File: config.mk
export PLATFORM = sky130hd
export DESIGN_NAME = osc_param_ctrl
export DESIGN_NICKNAME = d
export VERILOG_FILES = /design/src/rtl/osc_param_ctrl.sv
export SDC_FILE = /design/constraint.sdc
export NUM_CORES = 1
export LEC_CHECK = 0
export ABC_AREA = 0
export BUFFER_PORTS_ARGS = -buffer_cell sky130_fd_sc_hd__buf_2
export CAP_MARGIN = 40
export CELL_PAD_IN_SITES_DETAIL_PLACEMENT = 0
export CELL_PAD_IN_SITES_GLOBAL_PLACEMENT = 1
export CORE_MARGIN = 3
export CORE_UTILIZATION = 43
export CTS_CLUSTER_SIZE = 10
export DETAILED_ROUTE_END_ITERATION = 8
export GPL_TIMING_DRIVEN = 0
export PLACE_DENSITY = 0.77
export SLEW_MARGIN = 40
export SYNTH_ARGS = -nofsm -noshare
export SYNTH_HDL_FRONTEND = slang
export SYNTH_SLANG_ARGS = --single-unit
File: constraint.sdc
create_clock -name i_clk -period 2.75 [get_ports i_clk]
set_input_delay 0.55 -clock i_clk [delete_from_list [all_inputs] [get_ports i_clk]]
set_output_delay 0.55 -clock i_clk [all_outputs]
set_load 0.02 [all_outputs]
File: src/rtl/osc_param_ctrl.sv
// Byte-stream command decoder that loads per-oscillator wave/freq/phase/amp registers.
// Optional trailing XOR checksum byte is enabled by defining PARAM_CHECKSUM_EN.
module osc_param_ctrl #(
  parameter int NUM_OSC        = 2,
  parameter int FREQ_BYTES     = 3,
  parameter int PHASE_BYTES    = 2,
  parameter int AMP_BYTES      = 2,
  parameter int TIMEOUT_CYCLES = 1000
) (
  input  logic                           i_clk,
  input  logic                           i_rst,
  input  logic [7:0]                     i_data,
  input  logic                           i_data_valid,
  output logic                           o_busy,
  output logic [NUM_OSC*8-1:0]           o_wave,
  output logic [NUM_OSC*8*FREQ_BYTES-1:0]  o_freq,
  output logic [NUM_OSC*8*PHASE_BYTES-1:0] o_phase,
  output logic [NUM_OSC*8*AMP_BYTES-1:0]   o_amp,
  output logic [NUM_OSC-1:0]             o_update,
  output logic                           o_cmd_err,
  output logic                           o_timeout
);

  localparam int FREQ_W  = 8 * FREQ_BYTES;
  localparam int PHASE_W = 8 * PHASE_BYTES;
  localparam int AMP_W   = 8 * AMP_BYTES;
  localparam int MAX_FP  = (FREQ_W > PHASE_W) ? FREQ_W : PHASE_W;
  localparam int BUF_W   = (MAX_FP > AMP_W) ? MAX_FP : AMP_W;
  localparam bit TO_EN   = (TIMEOUT_CYCLES > 0);
  localparam int TO_LIM  = TO_EN ? TIMEOUT_CYCLES - 1 : 0;

  typedef enum logic [1:0] {
    IDLE    = 2'd0,
    PAYLOAD = 2'd1,
    COMMIT  = 2'd2
`ifdef PARAM_CHECKSUM_EN
    , CHECK = 2'd3
`endif
  } state_t;

  state_t              state, state_nxt;
  logic [3:0]          ch;
  logic [2:0]          fld;
  logic [7:0]          cnt;
  logic [BUF_W-1:0]    buffer;
  logic [31:0]         tcnt;
`ifdef PARAM_CHECKSUM_EN
  logic [7:0]          csum;
`endif

  logic                cmd_ok, start_cmd, bad_cmd, load_byte, do_commit, do_timeout;
  logic                waiting, to_hit;
  logic [7:0]          len;
  logic [BUF_W+7:0]    shifted;

  assign o_busy = (state != IDLE);
  assign cmd_ok = ({1'b0, i_data[7:4]} < 5'(NUM_OSC)) && (i_data[3:0] >= 4'd1) && (i_data[3:0] <= 4'd4);
  assign to_hit = TO_EN && (tcnt == 32'(TO_LIM));

  always_comb begin
    state_nxt  = state;
    start_cmd  = 1'b0;
    bad_cmd    = 1'b0;
    load_byte  = 1'b0;
    do_commit  = 1'b0;
    do_timeout = 1'b0;
    waiting    = 1'b0;
    shifted    = {buffer, i_data};
    case (i_data[3:0])
      4'd1:    len = 8'd1;
      4'd2:    len = 8'(FREQ_BYTES);
      4'd3:    len = 8'(PHASE_BYTES);
      4'd4:    len = 8'(AMP_BYTES);
      default: len = 8'd0;
    endcase
    case (state)
      IDLE, COMMIT: begin
        do_commit = (state == COMMIT);
        // A byte arriving in the commit cycle is decoded as a fresh command.
        if (i_data_valid) begin
          if (cmd_ok) begin
            start_cmd = 1'b1;
            state_nxt = PAYLOAD;
          end else begin
            bad_cmd   = 1'b1;
            state_nxt = IDLE;
          end
        end else begin
          state_nxt = IDLE;
        end
      end
      PAYLOAD: begin
        if (i_data_valid) begin
          load_byte = 1'b1;
          if (cnt == 8'd1) begin
`ifdef PARAM_CHECKSUM_EN
            state_nxt = CHECK;
`else
            state_nxt = COMMIT;
`endif
          end else begin
            state_nxt = PAYLOAD;
          end
        end else if (to_hit) begin
          do_timeout = 1'b1;
          state_nxt  = IDLE;
        end else begin
          waiting = 1'b1;
        end
      end
`ifdef PARAM_CHECKSUM_EN
      CHECK: begin
        if (i_data_valid) begin
          if (i_data == csum) begin
            state_nxt = COMMIT;
          end else begin
            bad_cmd   = 1'b1;
            state_nxt = IDLE;
          end
        end else if (to_hit) begin
          do_timeout = 1'b1;
          state_nxt  = IDLE;
        end else begin
          waiting = 1'b1;
        end
      end
`endif
      default: state_nxt = IDLE;
    endcase
  end

  // State, frame bookkeeping and registered parameter outputs.
  always_ff @(posedge i_clk) begin
    if (i_rst) begin
      state     <= IDLE;
      ch        <= 4'd0;
      fld       <= 3'd0;
      cnt       <= 8'd0;
      buffer    <= '0;
      tcnt      <= 32'd0;
`ifdef PARAM_CHECKSUM_EN
      csum      <= 8'd0;
`endif
      o_wave    <= '0;
      o_freq    <= '0;
      o_phase   <= '0;
      o_amp     <= '0;
      o_update  <= '0;
      o_cmd_err <= 1'b0;
      o_timeout <= 1'b0;
    end else begin
      state     <= state_nxt;
      o_update  <= '0;
      o_cmd_err <= bad_cmd;
      o_timeout <= do_timeout;
      tcnt      <= waiting ? tcnt + 32'd1 : 32'd0;
      if (start_cmd) begin
        ch     <= i_data[7:4];
        fld    <= i_data[2:0];
        cnt    <= len;
        buffer <= '0;
`ifdef PARAM_CHECKSUM_EN
        csum   <= i_data;
`endif
      end
      if (load_byte) begin
        buffer <= shifted[BUF_W-1:0];
        cnt    <= cnt - 8'd1;
`ifdef PARAM_CHECKSUM_EN
        csum   <= csum ^ i_data;
`endif
      end
      // Commit uses the pre-edge ch/fld/buffer even if a new command starts now.
      if (do_commit) begin
        for (int n = 0; n < NUM_OSC; n++) begin
          if (ch == 4'(n)) begin
            o_update[n] <= 1'b1;
            case (fld)
              3'd1:    o_wave[n*8 +: 8]           <= buffer[7:0];
              3'd2:    o_freq[n*FREQ_W +: FREQ_W]   <= buffer[FREQ_W-1:0];
              3'd3:    o_phase[n*PHASE_W +: PHASE_W] <= buffer[PHASE_W-1:0];
              3'd4:    o_amp[n*AMP_W +: AMP_W]     <= buffer[AMP_W-1:0];
              default: o_update[n] <= 1'b1;
            endcase
          end
        end
      end
    end
  end

endmodule

==> key figures, run 1 <==
Floorplan
  • Core Area: 18100 µm²
  • Initial Utilization: 44.0%
  • Die Span X: 142 µm
  • I/O Pins: 144
  • Site row count: 49
  • Vert. Die Dim: 142 µm
  • Die area: 20200 µm²

Timing
  • Worst-margin pin slew: 0.832 ns
  • Final hold vios: 0
  • Max-slew headroom: 44.0%
  • Final Max Tran Viols: 0
  • Final TNS setup: 0 ns
  • Final setup vio count: 0
  • Fmax: 0.404 GHz
  • RSZ-0062 raised after global routing: false
  • Min Tclk post-route: 2.47 ns
  • Setup ws final: 0.276 ns
  • Hold WS: 0.287 ns
  • Layout Skew: 0.0206 ns
  • Final worst path period share: 90.0%

Drt
  • Met1 wire length: 10100 µm
  • Routed len/inst: 17.7 µm
  • Iter 0 DRT Violations: 328
  • Vias: 6217
  • Pre-Repair DR Iteration Count: 4
  • Antenna-violating nets left: 0
  • Remaining design rule violation count: 0
  • Met2 wire length: 9320 µm
  • Total wire length: 21000 µm
  • Top Metal Used: met5
  • Met3 wire len: 1150 µm
  • Via density: 5.24

Clock tree
  • CTS tree: yes
  • Post-CTS setup buffers: 0
  • H-tree depth: 1
  • CTS clk-pin slew, worst paths: 0.05 ns
  • Sinks on Clock Net: 205
  • Number of CTS-inserted buffers: 24
  • Clk root buf: clkbuf_16
  • Hold Buf Count CTS: 0
  • Post-CTS sizing: 0
  • Max clock buf depth: 3
  • Clk_lat worst skew: 0.51 ns

Finish
  • Layout cells sized above 1: 21.0%
  • Nets: 968
  • Area grow syn2layout: 20.8%
  • N_diodes: 0
  • Fillers: 1751

Power
  • Power, Total: 5.77 mW
  • PD cells: 600 nW/µm²
  • Leakage: 4.19 nW
  • Maximum vdd drop: 0.405 mV

Placement
  • Port Buffer Count: 143
  • Pre-CTS setup slack: -0.175 ns
  • GPL Wtd Cong: 0.793
  • Final HPWL DP: 14600 µm

Logic synthesis
  • Post-synth top flop: dfxtp_1
  • Post-synth EDFFs: 0
  • Synth area leaders: dfxtp_1 (52%), mux2i_1 (17%), nor2_1 (6.8%)
  • Synth Area in Adders: 0.472%
  • Post-Syn Instances: 784
  • Cell with the most instances after synthesis: dfxtp_1
  • Area share of the largest cell type after synthesis: 51.6%
  • Synthesized area per cell: 10.1 µm²
  • FF+latch count, synth: 205
  • Commonest cells post-synth: dfxtp_1 (205), nor2_1 (144), mux2i_1 (132)
  • Syn nets: 798
  • YS warnings: 0
  • Mux cell area share after synthesis: 16.8%
  • Simple-gate share of the synthesized area: 18.1%
  • Post-Syn Area: 7960 µm²
  • Sequential area share after synthesis: 51.6%
  • Ys async rst share: 0%
  • Largest family of logic cells by synthesized area: simple AND/OR/NAND/NOR gates
  • Synth area leader: dfxtp_1
  • Area fraction in compound gates after synthesis: 7.01%
  • Post-Synth XOR/XNOR Area: 1.43%
  • Count of cell types in the netlist: 46

Global routing
  • First-pass GRT wire length: 32900 µm
  • GRT Total Usage: 20.3%
  • Vias in the first global route: 5761
  • Initial antenna violation count: 1
  • Largest net degree at the start of global routing: 13
  • Remaining global-route overflow: 0

Job
  • Max_cap viols: 0

Outcome
  • Outcome: completed

Worst setup path
  • Crit start category: input port
  • Slowest CP cell: nor4_1
  • CP Capture Type: flip-flop
  • Peak fanout along the critical path: 10
  • CP Class: in2reg
  • Most frequent CP cell: clkbuf_1
  • Req. time, crit path: 3.11 ns
  • CP Cell Sequence: buf_2 -> nor4_1 -> and4_1 -> clkbuf_1 -> clkbuf_1 -> mux2i_1 -> nor2_1
  • CP Data Arrival Time: 2.84 ns
  • Critical path's largest stage delay: 0.73 ns

Hold path
  • Hold crit path type: in2reg
[where the power goes]
group          internal, mW  leakage [nW]  switching [mW]
combinational        0.0238          2.22          0.0744
clock                  1.58         0.313            1.11
sequential             2.98          1.65         0.00291
[layer usage]
layer,vias to the layer above,track usage (%)
li1,3095,-
met1,2930,29.4
met2,164,32.2
met3,26,3.19
met4,2,4.60
met5,-,0
[critical path: cells and delay by family]
family | cells | cell delay [ns]
mux | 1 | 0.26
simple gates | 3 | 1.08
buf+inv | 3 | 0.95
[placed cells by master, fill, tap and decap left out, types with 4 or more instances in the layout]
master       n
clkbuf_16   24
buf_2      148
nor4_1      13
dfxtp_1    205
nor3_1      17
nand3_1     14
and4_1       7
or4_1       14
or3_1       13
buf_4        4
o21ai_0     15
nor4b_1      4
a21oi_1      7
a211oi_1    18
xnor2_1      8
clkbuf_1    52
nor2b_1      4
buf_6        8
nor2_1     144
o31ai_1     10
nand4_1      5
a22o_1      24
mux2i_1    132
xor2_1       5
nand3b_1     6
nand2_1     12
inv_1        8
[final cells by class]
cell class / instances / area, µm² / share of cell area (%)
sequential: 205 / 4100 / 42.7
multi-input combinational: 504 / 3480 / 36.3
timing repair buffer: 144 / 727 / 7.56
clock buffer: 28 / 626 / 6.51
buffer: 67 / 337 / 3.50
tap: 229 / 287 / 2.98
inverter: 8 / 30.0 / 0.312
clock inverter: 1 / 16.3 / 0.169
[state kept, by name (all words and copies together), names as in the netlist]
signal and count:
o_freq 48, o_amp 32, o_phase 32, tcnt 32, buffer 24, o_wave 16
cnt 8, ch 4, fld 3, o_update 2, state 2, o_cmd_err 1
o_timeout 1
[worst paths after layout]
check / start / to / slack [ns] / cells past startpoint
setup / recovery: i_data[7] / fld[0]$_SDFFE_PP0P_ / 0.28 / 7
hold / removal: i_data[5] / buffer[5]$_SDFFE_PP0P_ / 0.29 / 2
setup reg to reg: state[1]$_SDFFE_PP0P_ / o_amp[10]$_SDFFE_PP0P_ / 0.29 / 7
hold reg to reg: ch[1]$_SDFFE_PP0P_ / ch[1]$_SDFFE_PP0P_ / 0.45 / 1
[through the flow]
stage	utilization [%]	cells	area, µm²
2_1_floorplan	-	784	7960
3_3_place_gp	49.5	1156	8960
3_5_place_dp	49.6	1157	8970
4_1_cts	53.1	1186	9610
5_1_grt	53.1	1186	9610
6_report	53.1	1186	9610
[cells by family (layout without fill, tap and decap cells)]
logic type | after synthesis | in the layout
and+or+nand+nor | 277 | 277
xor gates and xnor gates | 13 | 13
adders and majority gates | 3 | 3
buffers and inverters | 75 | 248
AOI/OAI and AO/OA | 78 | 78
DFF | 205 | 205
muxes | 133 | 133
Note: power is estimated with default switching activity, not from simulation.
==> inputs of run 2 (changes only) <==
Settings changed: REMOVE_ABC_BUFFERS set to 1.
==> run 2 against run 1 <==
  * Sequential power is essentially flat
  * Worst hold slack lost 0.015 ns
  * Flip-flop and latch count is the same
  * Register-to-register slack lost 0.06 ns
  * Clock skew shrank 0.0059 ns
  * Critical path depth is the same
  * Clock power grew 8.6%
==> key figures, run 2 (synthesis results as in run 1) <==
Power
  • PD cells: 626 nW/µm² (+4.3%)
  • Leakage: 4.21 nW (+0.67%)
  • Power, Total: 6.00 mW (+4.0%)
  • Maximum vdd drop: 0.464 mV (+14%)

Clock tree
  • Hold Buf Count CTS: 0 (unchanged)
  • Sinks on Clock Net: 205 (unchanged)
  • Number of CTS-inserted buffers: 25 (+4.2%)
  • CTS tree: yes
  • Clk root buf: clkbuf_16
  • H-tree depth: 1 (unchanged)
  • Clk_lat worst skew: 0.52 ns (about the same)
  • Post-CTS setup buffers: 0 (unchanged)
  • CTS clk-pin slew, worst paths: 0.05 ns (about the same)
  • Max clock buf depth: 3 (unchanged)

Timing
  • Final Max Tran Viols: 0 (unchanged)
  • Final hold vios: 0 (unchanged)
  • Worst-margin pin slew: 0.747 ns (-0.0849 ns)
  • Fmax: 0.397 GHz (-1.8%)
  • RSZ-0062 raised after global routing: false
  • Final setup vio count: 0 (unchanged)
  • Min Tclk post-route: 2.52 ns (+0.0449 ns)
  • Hold WS: 0.272 ns (-0.0150 ns)
  • Final TNS setup: 0 ns (unchanged)
  • Max-slew headroom: 50.2% (+6.2 points)
  • Layout Skew: 0.0147 ns (-0.00585 ns)
  • Final worst path period share: 91.6% (+1.6 points)

Worst setup path
  • Peak fanout along the critical path: 10 (unchanged)
  • RR Endpoint: o_freq[7]$_SDFFE_PP0P_
  • Most frequent CP cell: buf_4
  • Reg-to-reg slack, setup: 0.23 ns (-0.06 ns)
  • Worst reg2reg path depth: 7 (unchanged)
  • CP Data Arrival Time: 2.91 ns (+0.07 ns)
  • CP Class: reg2reg
  • Crit start category: flip-flop
  • Worst Path Buf+Inv: 3 (unchanged)
  • Critical path's largest stage delay: 0.73 ns (about the same)
  • CP Cell Sequence: or4b_1 -> nor4_4 -> buf_4 -> buf_6 -> buf_4 -> mux2i_1 -> nor2_1
  • Slowest CP cell: or4b_1
  • RR Startpoint: state[1]$_SDFFE_PP0P_
  • CP Capture Type: flip-flop
  • CP delay by family, top: simple AND/OR/NAND/NOR gates
  • Req. time, crit path: 3.14 ns (+0.03 ns)

Finish
  • Most common cell after layout, fill and taps aside: dfxtp_1
  • Leading cell types in the layout, fill and taps excluded: dfxtp_1 (205), buf_2 (148), nor2_1 (143)
  • Nets: 925 (-4.4%)
  • Biggest register: o_freq
  • Area grow syn2layout: 20.4%
  • Max reg flops: 48 (unchanged)
  • Layout cells sized above 1: 23.3% (+2.3 points)

Global routing
  • First-pass GRT wire length: 31500 µm (-4.4%)
  • Remaining global-route overflow: 0 (unchanged)
  • GRT Total Usage: 19.1% (-1.2 points)
  • Largest net degree at the start of global routing: 85 (+72)
  • Initial antenna violation count: 3 (+2)
  • Vias in the first global route: 5547 (-3.7%)

Floorplan
  • Site row count: 49 (unchanged)
  • Die area: 20200 µm² (unchanged)
  • Die Span X: 142 µm (unchanged)
  • Initial Utilization: 44.0% (unchanged)
  • Vert. Die Dim: 142 µm (unchanged)
  • Core Area: 18100 µm² (unchanged)
  • I/O Pins: 144 (unchanged)

Drt
  • Via density: 5.31 (+1.3%)
  • Vias: 6085 (-2.1%)
  • Iter 0 DRT Violations: 263 (-20%)
  • Total wire length: 19600 µm (-6.6%)
  • Remaining design rule violation count: 0 (unchanged)
  • Routed len/inst: 17.1 µm (-3.3%)
  • Antenna-violating nets left: 0 (unchanged)
  • Pre-Repair DR Iteration Count: 4 (unchanged)

Job
  • Max_cap viols: 0 (unchanged)

Placement
  • Port Buffer Count: 143 (unchanged)
  • Final HPWL DP: 13300 µm (-9.2%)
  • GPL Wtd Cong: 0.769 (-3.1%)

Hold path
  • Hold crit path type: in2reg
  • Worst Hold Endpoint: buffer[5]$_SDFFE_PP0P_
  • Min-delay src: i_data[5]
  • Hold Crit Depth: 2 (unchanged)

Outcome
  • Outcome: completed
## run 2: final cells by class
class,count,area [µm²]
Timing Repair Buffer,167,930
Sequential cell,205,4100
Inverter,8,30.0
Clock inverter,3,58.8
Fill cell,1676,8510
Antenna cell,1,2.50
Tap cell,229,287
Clock buffer,29,651
Multi-Input combinational cell,504,3520
## run 2: how the worst max path moves through the flow
stage	startpoint	to	slack, ns	depth (start not counted)
CTS	state[0]$_SDFFE_PP0P_	o_amp[5]$_SDFFE_PP0P_	0.12	7
detailed placement	i_data[7]	buffer[23]$_SDFFE_PP0P_	0.04	7
floorplan	ch[1]$_SDFFE_PP0P_	o_amp[0]$_SDFFE_PP0P_	-1.26	4
global route	state[1]$_SDFFE_PP0P_	o_freq[7]$_SDFFE_PP0P_	0.03	7
global placement	state[1]$_SDFFE_PP0P_	o_amp[11]$_SDFFE_PP0P_	-3.59	4
finish	state[1]$_SDFFE_PP0P_	o_freq[7]$_SDFFE_PP0P_	0.23	7
## run 2: worst register-to-register path, delay by kind of cell, from the launching register on
family,cells,cell delay [ns]
buffers and inverters,3,0.59
DFF,1,0.38
muxes,1,0.19
and+or+nand+nor,3,1.24
## run 2: metal layers
layer,share of wire [%],GRT usage [%],routed length (µm)
met1,47,26.5,9140
met2,46,30.2,8950
met3,5.6,4.33,1100
met4,1.9,4.90,372
met5,0.11,0,21
## run 2: repair_timing
action                                  4_1_cts  5_1_grt
endpoints found under the hold margin         0        0
endpoints found under the setup margin        0        1
gates resized for setup                       0        1
## run 2: power by group
group / switching, mW / internal, mW
Clock: 1.17 / 1.75
Combinational: 0.0638 / 0.0276
Sequential: 0.00559 / 2.98
Total: 1.24 / 4.76
## run 2: through the flow
| stage | worst slack (ns) | util [%] | instances | instance area [µm²] |
|---|---|---|---|---|
| 3_5_place_dp | 0.0375 | 48.9 | 1112 | 8850 |
| 5_1_grt | 0.0332 | 53.0 | 1146 | 9580 |
| 3_3_place_gp | -3.59 | 47.7 | 1089 | 8620 |
| 4_1_cts | 0.120 | 52.9 | 1144 | 9560 |
| 6_report | 0.231 | 53.0 | 1146 | 9580 |
| 2_1_floorplan | -1.26 | - | 717 | 7620 |
==> inputs of run 3 (changes only) <==
Settings changed: RECOVER_POWER set to 100.
==> run 3 against run 2 <==
  * Sequential share of layout area increased by 1.1 points
  * Worst setup slack lost 0.062 ns
  * Clock power is essentially flat
  * Global-route usage unchanged
  * Cell area is 2.6% lower
  * Flip-flop and latch count unchanged
  * Core utilization shrank 1.4 points
  * First-iteration DRC count grew 6.8%
  * Clock skew is 0.00069 ns lower
  * Power is essentially flat
  * Die area unchanged
  * Register-to-register slack worse by 0.06 ns
  * Critical path type unchanged
  * Highest routed layer unchanged
==> key figures, run 3 (synthesis results as in run 1) <==
Finish
  • Area grow syn2layout: 17.3%
  • Fillers: 1749 (+4.4%)
  • Most common cell after layout, fill and taps aside: dfxtp_1
  • Leading cell types in the layout, fill and taps excluded: dfxtp_1 (205), clkbuf_1 (147), nor2_1 (144)
  • Fin util: 51.6% (-1.4 points)
  • Final Non-Filler Cells: 1145 (-0.087%)
  • N_diodes: 0 (-1)
  • Area of the multi-input gates: 3480 µm² (-1.2%)
  • Storage cell area: 4100 µm² (unchanged)
  • Final Cell Area: 9330 µm² (-2.6%)
  • Layout cells sized above 1: 7.10% (-16 points)
  • Max reg flops: 48 (unchanged)
  • Biggest register: o_freq
  • Nets: 925 (unchanged)

Global routing
  • Vias in the first global route: 5547 (unchanged)
  • Largest net degree at the start of global routing: 85 (unchanged)
  • GRT Total Usage: 19.1% (unchanged)
  • Remaining global-route overflow: 0 (unchanged)
  • Initial antenna violation count: 2 (-1)
  • First-pass GRT wire length: 31500 µm (unchanged)

Timing
  • Final Max Tran Viols: 0 (unchanged)
  • Hold WS: 0.270 ns (-0.00127 ns)
  • Final hold vios: 0 (unchanged)
  • Layout Skew: 0.0140 ns (-0.000686 ns)
  • Min Tclk post-route: 2.58 ns (+0.0616 ns)
  • Final TNS setup: 0 ns (unchanged)
  • Final worst path period share: 93.9% (+2.2 points)
  • Worst-margin pin slew: 1.22 ns (+0.471 ns)
  • Fmax: 0.387 GHz (-2.4%)
  • Final setup vio count: 0 (unchanged)
  • Max-slew headroom: 18.8% (-31 points)
  • RSZ-0062 raised after global routing: false
  • Setup ws final: 0.169 ns (-0.0616 ns)

Hold path
  • Hold crit path type: in2reg

Floorplan
  • Initial Utilization: 44.0% (unchanged)
  • Site row count: 49 (unchanged)
  • Vert. Die Dim: 142 µm (unchanged)
  • Die area: 20200 µm² (unchanged)
  • Die Span X: 142 µm (unchanged)
  • Core Area: 18100 µm² (unchanged)
  • I/O Pins: 144 (unchanged)

Placement
  • Final HPWL DP: 13300 µm (unchanged)
  • Port Buffer Count: 143 (unchanged)
  • Pre-CTS setup slack: 0.0375 ns (unchanged)
  • GPL Wtd Cong: 0.769 (unchanged)
  • Placed insts: 1112 (unchanged)
  • Placed cell area: 8850 µm² (unchanged)

Drt
  • Met2 wire length: 8980 µm (+0.32%)
  • Total wire length: 19800 µm (+1.3%)
  • Met3 wire len: 1210 µm (+10%)
  • Iter 0 DRT Violations: 281 (+6.8%)
  • Remaining design rule violation count: 0 (unchanged)
  • Routed len/inst: 17.3 µm (+1.4%)
  • Vias: 6090 (+0.082%)
  • Pre-Repair DR Iteration Count: 4 (unchanged)
  • Via density: 5.32 (+0.17%)
  • Antenna-violating nets left: 0 (unchanged)
  • Met1 wire length: 9250 µm (+1.2%)
  • Top Metal Used: met5

Clock tree
  • Max clock buf depth: 3 (unchanged)
  • Hold Buf Count CTS: 0 (unchanged)
  • Clk root buf: clkbuf_16
  • H-tree depth: 1 (unchanged)
  • Post-CTS setup buffers: 0 (unchanged)
  • CTS clk-pin slew, worst paths: 0.05 ns (about the same)
  • Sinks on Clock Net: 205 (unchanged)
  • Number of CTS-inserted buffers: 25 (unchanged)
  • Clk_lat worst skew: 0.52 ns (about the same)
  • CTS tree: yes

Job
  • Max_cap viols: 0 (unchanged)

Worst setup path
  • CP Data Arrival Time: 2.98 ns (+0.07 ns)
  • CP Class: reg2reg
  • CP Capture Type: flip-flop
  • Crit start category: flip-flop
  • Req. time, crit path: 3.15 ns (about the same)
  • CP Cell Sequence: or4b_1 -> nor4b_4 -> clkbuf_1 -> buf_4 -> clkbuf_2 -> mux2i_1 -> nor2_1
  • Peak fanout along the critical path: 10 (unchanged)
  • Critical path's largest stage delay: 0.73 ns (about the same)
  • Slowest CP cell: or4b_1

Outcome
  • Outcome: completed

Power
  • PD cells: 642 nW/µm² (+2.6%)
  • Leakage: 3.57 nW (-15%)
  • Maximum vdd drop: 0.471 mV (+1.6%)
  • Power, Total: 5.99 mW (about the same)
[run 3: what timing repair did]
item | CTS | global route
setup endpoints to repair | 0 | 1
gates resized for setup | 0 | 1
hold endpoints to repair | 0 | 0
[run 3: path summary, 6_finish.rpt]
check	from	to	slack (ns)	cells after the start
worst max-delay path	state[0]$_SDFFE_PP0P_	o_amp[10]$_SDFFE_PP0P_	0.17	7
worst max register to register	state[0]$_SDFFE_PP0P_	o_amp[10]$_SDFFE_PP0P_	0.17	7
worst min-delay path	i_data[5]	buffer[5]$_SDFFE_PP0P_	0.27	2
worst min register to register	tcnt[0]$_SDFF_PP0_	tcnt[0]$_SDFF_PP0_	0.45	1
[run 3: critical path, delay by kind of cell (launching register included)]
kind / cells / cell delay [ns]
and+or+nand+nor: 3 / 1.22
DFF: 1 / 0.36
muxes: 1 / 0.19
buffers and inverters: 3 / 0.69
[run 3: layout make-up]
cell class,count,area share (%)
repair buffers,167,7.75
multi-input cells,504,37.3
inverters,8,0.322
clock inverters,3,0.630
well taps,229,3.07
flip-flops and latches,205,44.0
clock buffers,29,6.97
[run 3: power breakdown]
part	switching [mW]	internal [mW]	total (mW)
clock	1.17	1.75	2.92
combinational	0.0627	0.0245	0.0872
sequential	0.00553	2.98	2.98
[run 3: layer usage]
layer | GRT usage, % | vias to the layer above
li1 | - | 3020
met1 | 26.5 | 2882
met2 | 30.2 | 152
met3 | 4.33 | 32
met4 | 4.90 | 4
met5 | 0 | -
